**config.mk**
```make
export PLATFORM = sky130hd
export DESIGN_NAME = xillybus_sad_engine
export DESIGN_NICKNAME = d
export VERILOG_FILES = /design/src/rtl/xillybus_sad_engine.sv
export SDC_FILE = /design/constraint.sdc
export NUM_CORES = 2
export LEC_CHECK = 0
export ABC_AREA = 1
export CORE_UTILIZATION = 50
export DETAILED_ROUTE_END_ITERATION = 10
export PLACE_DENSITY = 0.69
export SLEW_MARGIN = 5
export SYNTH_ARGS = -nofsm -noshare
export SYNTH_HDL_FRONTEND = slang
export SYNTH_SLANG_ARGS = --single-unit
```
**constraint.sdc**
```tcl
create_clock -name bus_clk -period 3.6 [get_ports bus_clk]
set_clock_uncertainty 0.1 [all_clocks]
set_input_delay 0.9 -clock bus_clk [delete_from_list [all_inputs] [get_ports bus_clk]]
set_output_delay 0.9 -clock bus_clk [all_outputs]
set_load 0.005 [all_outputs]
```
**src/rtl/xillybus_sad_engine.sv**
```systemverilog
// Xillybus user-side SAD engine: pairs probe/candidate pixel words from two
// host FIFOs and returns one saturating 32-bit SAD score per VEC_LEN-word vector.
module xillybus_sad_engine #(
  parameter int unsigned VEC_LEN = 1024,
  parameter int unsigned IN_AW   = 4,
  parameter int unsigned RES_AW  = 4
) (
  input  logic        bus_clk,
  input  logic        bus_rst,
  input  logic        user_w_write_32_a_wren,
  input  logic [31:0] user_w_write_32_a_data,
  output logic        user_w_write_32_a_full,
  input  logic        user_w_write_32_a_open,
  input  logic        user_w_write_32_b_wren,
  input  logic [31:0] user_w_write_32_b_data,
  output logic        user_w_write_32_b_full,
  input  logic        user_w_write_32_b_open,
  input  logic        user_r_read_32_result_rden,
  output logic [31:0] user_r_read_32_result_data,
  output logic        user_r_read_32_result_empty,
  output logic        user_r_read_32_result_eof,
  input  logic        user_r_read_32_result_open,
  output logic        err_overflow
);

  localparam int unsigned IN_DEPTH  = 1 << IN_AW;
  localparam int unsigned RES_DEPTH = 1 << RES_AW;
  localparam int unsigned CW        = (VEC_LEN > 1) ? $clog2(VEC_LEN) : 1;

  typedef enum logic [1:0] {IDLE, RUN, DRAIN, DONE} state_t;

  state_t             state;
  logic               prev_open_a, prev_open_b;
  logic [31:0]        a_mem [IN_DEPTH];
  logic [31:0]        b_mem [IN_DEPTH];
  logic [IN_AW-1:0]   a_wp, a_rp, b_wp, b_rp;
  logic [IN_AW:0]     a_cnt, b_cnt;
  logic [31:0]        res_mem [RES_DEPTH];
  logic [RES_AW-1:0]  res_wp, res_rp;
  logic [RES_AW:0]    res_cnt;
  logic               v1, v2;
  logic [7:0]         d [4];
  logic [9:0]         s2_sum;
  logic [31:0]        acc;
  logic [CW-1:0]      wcnt;

  logic        a_full, b_full, a_push, b_push, pop, rise, drain_done;
  logic        res_empty, res_pop, res_push, last;
  logic [31:0] a_head, b_head, acc_next;
  logic [32:0] sum33;

  function automatic logic [7:0] absd(input logic [7:0] x, input logic [7:0] y);
    return (x > y) ? x - y : y - x;
  endfunction

  always_comb begin
    a_full     = (a_cnt == (IN_AW+1)'(IN_DEPTH));
    b_full     = (b_cnt == (IN_AW+1)'(IN_DEPTH));
    res_empty  = (res_cnt == '0);
    // closed streams only accept data while idle or running
    a_push     = user_w_write_32_a_wren && !a_full &&
                 (user_w_write_32_a_open || state == IDLE || state == RUN);
    b_push     = user_w_write_32_b_wren && !b_full &&
                 (user_w_write_32_b_open || state == IDLE || state == RUN);
    // two result slots stay reserved for words already in the pipeline
    pop        = (state == RUN || state == DRAIN) && (a_cnt != '0) && (b_cnt != '0) &&
                 (res_cnt <= (RES_AW+1)'(RES_DEPTH - 3));
    rise       = (user_w_write_32_a_open && !prev_open_a) ||
                 (user_w_write_32_b_open && !prev_open_b);
    drain_done = (state == DRAIN) && !((a_cnt != '0) && (b_cnt != '0)) && !v1 && !v2;
    res_pop    = user_r_read_32_result_rden && !res_empty;
    last       = (wcnt == CW'(VEC_LEN - 1));
    res_push   = v2 && last;
    a_head     = a_mem[a_rp];
    b_head     = b_mem[b_rp];
    sum33      = {1'b0, acc} + 33'(s2_sum);
    acc_next   = sum33[32] ? '1 : sum33[31:0];
  end

  assign user_w_write_32_a_full      = a_full;
  assign user_w_write_32_b_full      = b_full;
  assign user_r_read_32_result_empty = res_empty;
  assign user_r_read_32_result_eof   = (state == DONE) && res_empty;

  always_ff @(posedge bus_clk) begin
    if (a_push) a_mem[a_wp] <= user_w_write_32_a_data;
    if (b_push) b_mem[b_wp] <= user_w_write_32_b_data;
    if (res_push) res_mem[res_wp] <= acc_next;
  end

  always_ff @(posedge bus_clk) begin
    if (bus_rst) begin
      state                      <= IDLE;
      prev_open_a                <= 1'b0;
      prev_open_b                <= 1'b0;
      a_wp <= '0; a_rp <= '0; a_cnt <= '0;
      b_wp <= '0; b_rp <= '0; b_cnt <= '0;
      res_wp <= '0; res_rp <= '0; res_cnt <= '0;
      v1 <= 1'b0; v2 <= 1'b0;
      for (int unsigned i = 0; i < 4; i++) d[i] <= '0;
      s2_sum                     <= '0;
      acc                        <= '0;
      wcnt                       <= '0;
      user_r_read_32_result_data <= '0;
      err_overflow               <= 1'b0;
    end else begin
      prev_open_a <= user_w_write_32_a_open;
      prev_open_b <= user_w_write_32_b_open;

      if (state == IDLE && rise)
        err_overflow <= 1'b0;
      else if ((user_w_write_32_a_wren && a_full) || (user_w_write_32_b_wren && b_full))
        err_overflow <= 1'b1;

      if (drain_done) begin
        a_wp <= '0; a_rp <= '0; a_cnt <= '0;
        b_wp <= '0; b_rp <= '0; b_cnt <= '0;
      end else begin
        if (a_push) a_wp <= a_wp + 1'b1;
        if (b_push) b_wp <= b_wp + 1'b1;
        if (pop) begin
          a_rp <= a_rp + 1'b1;
          b_rp <= b_rp + 1'b1;
        end
        a_cnt <= a_cnt + (IN_AW+1)'(a_push) - (IN_AW+1)'(pop);
        b_cnt <= b_cnt + (IN_AW+1)'(b_push) - (IN_AW+1)'(pop);
      end

      v1 <= pop;
      if (pop)
        for (int unsigned i = 0; i < 4; i++)
          d[i] <= absd(a_head[8*i +: 8], b_head[8*i +: 8]);
      v2     <= v1;
      s2_sum <= 10'(d[0]) + 10'(d[1]) + 10'(d[2]) + 10'(d[3]);

      if (drain_done || res_push) begin
        acc  <= '0;
        wcnt <= '0;
      end else if (v2) begin
        acc  <= acc_next;
        wcnt <= wcnt + 1'b1;
      end

      if (res_push) res_wp <= res_wp + 1'b1;
      if (res_pop) begin
        res_rp                     <= res_rp + 1'b1;
        user_r_read_32_result_data <= res_mem[res_rp];
      end
      res_cnt <= res_cnt + (RES_AW+1)'(res_push) - (RES_AW+1)'(res_pop);

      unique case (state)
        IDLE:  if (rise) state <= RUN;
        RUN:   if (!user_w_write_32_a_open && !user_w_write_32_b_open) state <= DRAIN;
        DRAIN: if (drain_done) state <= DONE;
        DONE: begin
          if (rise) state <= RUN;
          else if (!user_r_read_32_result_open && res_empty) state <= IDLE;
        end
        default: state <= IDLE;
      endcase
    end
  end

endmodule

```
==> results by group <==
Global routing
  – Antenna violations before repair: 11
  – Global-route wire length before repair: 271 mm
  – Largest net degree at the start of global routing: 195
  – Remaining Overflow, GRT: 0
  – Total global-route track usage: 24.2%
  – Vias in the first global route: 45000

Critical path
  – CP max stage cell: dfxtp_4
  – FF-to-FF End: d[1][7]$_SDFFCE_PN0P_
  – Critical path type: reg2reg
  – Worst Path Arrival: 3.94 ns
  – Worst r2r path cells: 15
  – WP buf/inv: 3
  – CP Cell Sequence: buf_12 -> buf_4 -> mux2i_1 -> o21ai_1 -> o211ai_1 -> nand2_1 -> ha_1 -> nand2_1 -> o21ai_1 -> a21oi_1 -> o21ai_0 -> nand2_2 -> inv_2 -> nand2_1 -> a21oi_1
  – CP startpoint kind: flip-flop
  – Worst-path fanout max: 27
  – CP endpoint kind: flip-flop
  – R2r setup slk: 0.21 ns
  – Crit path required time: 4.14 ns
  – Most used cell, CP: nand2_1
  – Crit-path max cell delay: 0.50 ns
  – Crit path max-delay family: compound AO/OA/AOI/OAI gates

Die
  – Initial core utilization: 50.7%
  – Num ports: 109
  – Die height: 385 um
  – Cell row count: 139
  – Width of the chip: 385 um
  – CORE AREA: 0.144 mm2
  – Die Footprint: 0.148 mm2

Route
  – M1 WL: 75.7 mm
  – Total number of vias: 46500
  – Post-DRT Antenna Nets: 0
  – DR top layer: met5
  – Starting DRC count in detailed routing: 4066
  – DRC Markers: 0
  – Post-Route WL: 179 mm
  – DR WL met2: 87.0 mm
  – Wire per inst: 21.9 um
  – DR pass1 iterations: 5
  – Met3 WL post-DR: 11.0 mm
  – Drt via density: 5.70

Logic synthesis
  – Syn_area_per_cell: 12.4 um2
  – YS warnings: 0
  – Syn Inst Count: 5904
  – Syn_nets: 6123
  – Register area share after synthesis: 68.1%
  – Distinct cells, synth: 47
  – Register bit total from synthesis: 1706
  – Cell Area, Synth: 0.0732 mm2

Power
  – Leakage: 0.0297 uW
  – Pwr Total: 58800 uW
  – VDD IR max: 0.461 mV
  – P per Cell Area: 696 mW/mm2

STA
  – Rel. slew slack: 26.9%
  – Fin. max-slew vios: 0
  – Final Cycle Share: 94.3%
  – Final Hold Fails: 0
  – Highest clock rate: 0.295 GHz
  – Endpoints failing setup: 0
  – Post-route minimum period: 3.39 ns
  – Worst-Margin Slew: 1.10 ns
  – Unrepaired setup endpoints after global routing: yes

Finish
  – Post-Layout Cell Count: 8163
  – Post-route cell area: 0.0846 mm2
  – Syn-to-layout area delta: 15.6%
  – Commonest non-fill, non-tap cell in the layout: edfxtp_1
  – Fin nets: 6339
  – Most frequent cells in the layout: 1568 x edfxtp_1, 607 x o21ai_0, 564 x inv_1, 501 x nor2_1, 425 x o211ai_1
  – Layout cells sized above 1: 10.4%

Clock network
  – Cts hold-fix bufs: 0
  – Root Driver: clkbuf_16
  – CTS sink count: 1706
  – CTS tree: yes
  – Clock Pin Slew Worst Setup and Hold Paths: 0.06 ns
  – # H-tree levels: 4
  – TritonCTS Buffers: 174
  – Clock buffer depth: 3
  – Clock latency on the worst-skew pair: 0.81 ns

Hold path
  – Hold path endpoint: v2$_SDFF_PP0_
  – Worst hold path startpoint: v1$_SDFF_PP0_
  – Worst hold stages: 2
  – Min-delay worst type: reg2reg

Placed design
  – Area post-placement: 0.0786 mm2
  – Port Buffer Count: 108
  – Placed Cells incl. Taps: 7835
  – DP HPWL: 105 mm
  – Placer's final routability congestion estimate: 0.897

Status
  – Status: finished, final reports clean

Flow run
  – # Max-Cap Violations: 0
Yosys cell counts, drive strengths merged:
master / n / share of area (%)
nand3b: 1 / 0.010
and2: 1 / 0.0086
o211ai: 425 / 4.4
clkbuf: 176 / 0.92
a21o: 5 / 0.051
a211oi: 3 / 0.031
xnor2: 16 / 0.19
nand4: 30 / 0.27
o311ai: 1 / 0.012
mux2i: 256 / 3.5
nor3: 22 / 0.17
or3: 1 / 0.0086
fa: 28 / 0.77
o2111ai: 8 / 0.096
dfxtp: 138 / 3.8
nand3: 270 / 2.0
inv: 598 / 3.1
buf: 163 / 1.5
nor3b: 11 / 0.11
xor2: 35 / 0.42
nand2: 416 / 2.2
edfxtp: 1568 / 64
o21bai: 2 / 0.021
or2: 10 / 0.086
a221oi: 1 / 0.012
o21ai: 641 / 4.4
a21oi: 394 / 2.7
ha: 119 / 2.0
o22ai: 2 / 0.017
nor2: 563 / 3.0
stage by stage:
step           hold slack (ns)  TNS [ns]  setup WS [ns]  utilization (%)
2_1_floorplan            0.310         0         0.0785                -
3_3_place_gp             0.360         0         0.0977             54.5
3_5_place_dp             0.360         0         0.0345             54.5
4_1_cts                  0.372         0        0.00665             58.4
5_1_grt                  0.378   -0.0317        -0.0196             58.6
6_report                 0.368         0          0.206             58.6
worst min-delay path, stage by stage (launching register included):
cell and delay (ns):
dfxtp_1 0.29, inv_1 0.09, nor2_1 0.04
worst max-delay path by stage:
stage                     cells after the start                   start  slack (ns)                      to
after floorplan                               8  user_w_write_32_a_open        0.08  a_mem[15][0]$_DFFE_PP_
after global routing                         17               flip-flop       -0.02   d[0][6]$_SDFFCE_PN0P_
final                                        15               flip-flop        0.21   d[1][7]$_SDFFCE_PN0P_
after detailed placement                     13               flip-flop        0.03   d[1][1]$_SDFFCE_PN0P_
after global placement                       19  user_w_write_32_b_open         0.1     b_cnt[4]$_SDFF_PP0_
after CTS                                    14               flip-flop       0.007   d[1][7]$_SDFFCE_PN0P_
power by group:
group	switching, uW	internal, uW	leakage [uW]
Clock	7540	10500	0.00277
Combinational	10700	6600	0.0114
Sequential	453	23000	0.0156
Total	18700	40100	0.0297
flip-flops by register name (all words and copies together), names as in the netlist, 2 cells and up, named ones only:
name / flops
a_rp: 4
acc: 32
wcnt: 10
b_mem: 512
a_mem: 512
d: 32
res_rp: 4
user_r_read_32_result_data: 32
a_cnt: 5
res_mem: 512
res_cnt: 5
state: 2
s2_sum: 10
b_rp: 4
b_wp: 4
a_wp: 4
res_wp: 4
b_cnt: 5
logic make-up (layout without fill, tap and decap cells):
logic type                 Yosys count  in the layout  share of synthesized area, %
and+or+nand+nor                   1325           1325                          7.75
adders and majority gates          147            147                          2.80
muxes                              256            256                          3.50
xor gates and xnor gates            51             51                         0.611
buffers and inverters              937           1287                          5.51
DFF                               1706           1706                          68.1
other                                0              6                             0
AOI/OAI and AO/OA                 1482           1482                          11.7
cell type report:
cell class | count | area (um2)
fill | 11300 | 59800
sequential | 1706 | 49900
multi-input combinational | 3261 | 19700
clock buffer | 233 | 4720
timing repair buffer | 379 | 4620
tap | 1903 | 2380
inverter | 598 | 2250
clock inverter | 77 | 1020
antenna | 6 | 15.0
repair_timing:
| action | in CTS | in global routing |
|---|---|---|
| setup buffers | 0 | 12 |
| endpoints found under the setup margin | 0 | 28 |
| resized for setup | 0 | 16 |
metal layers:
layer / vias to the layer above / global-route usage [%]
met4: 4 / 7.94
met1: 22900 / 33.1
li1: 21700 / -
met2: 1577 / 39.9
met3: 284 / 3.24
met5: - / 0
(Power assumes the default switching activity.)
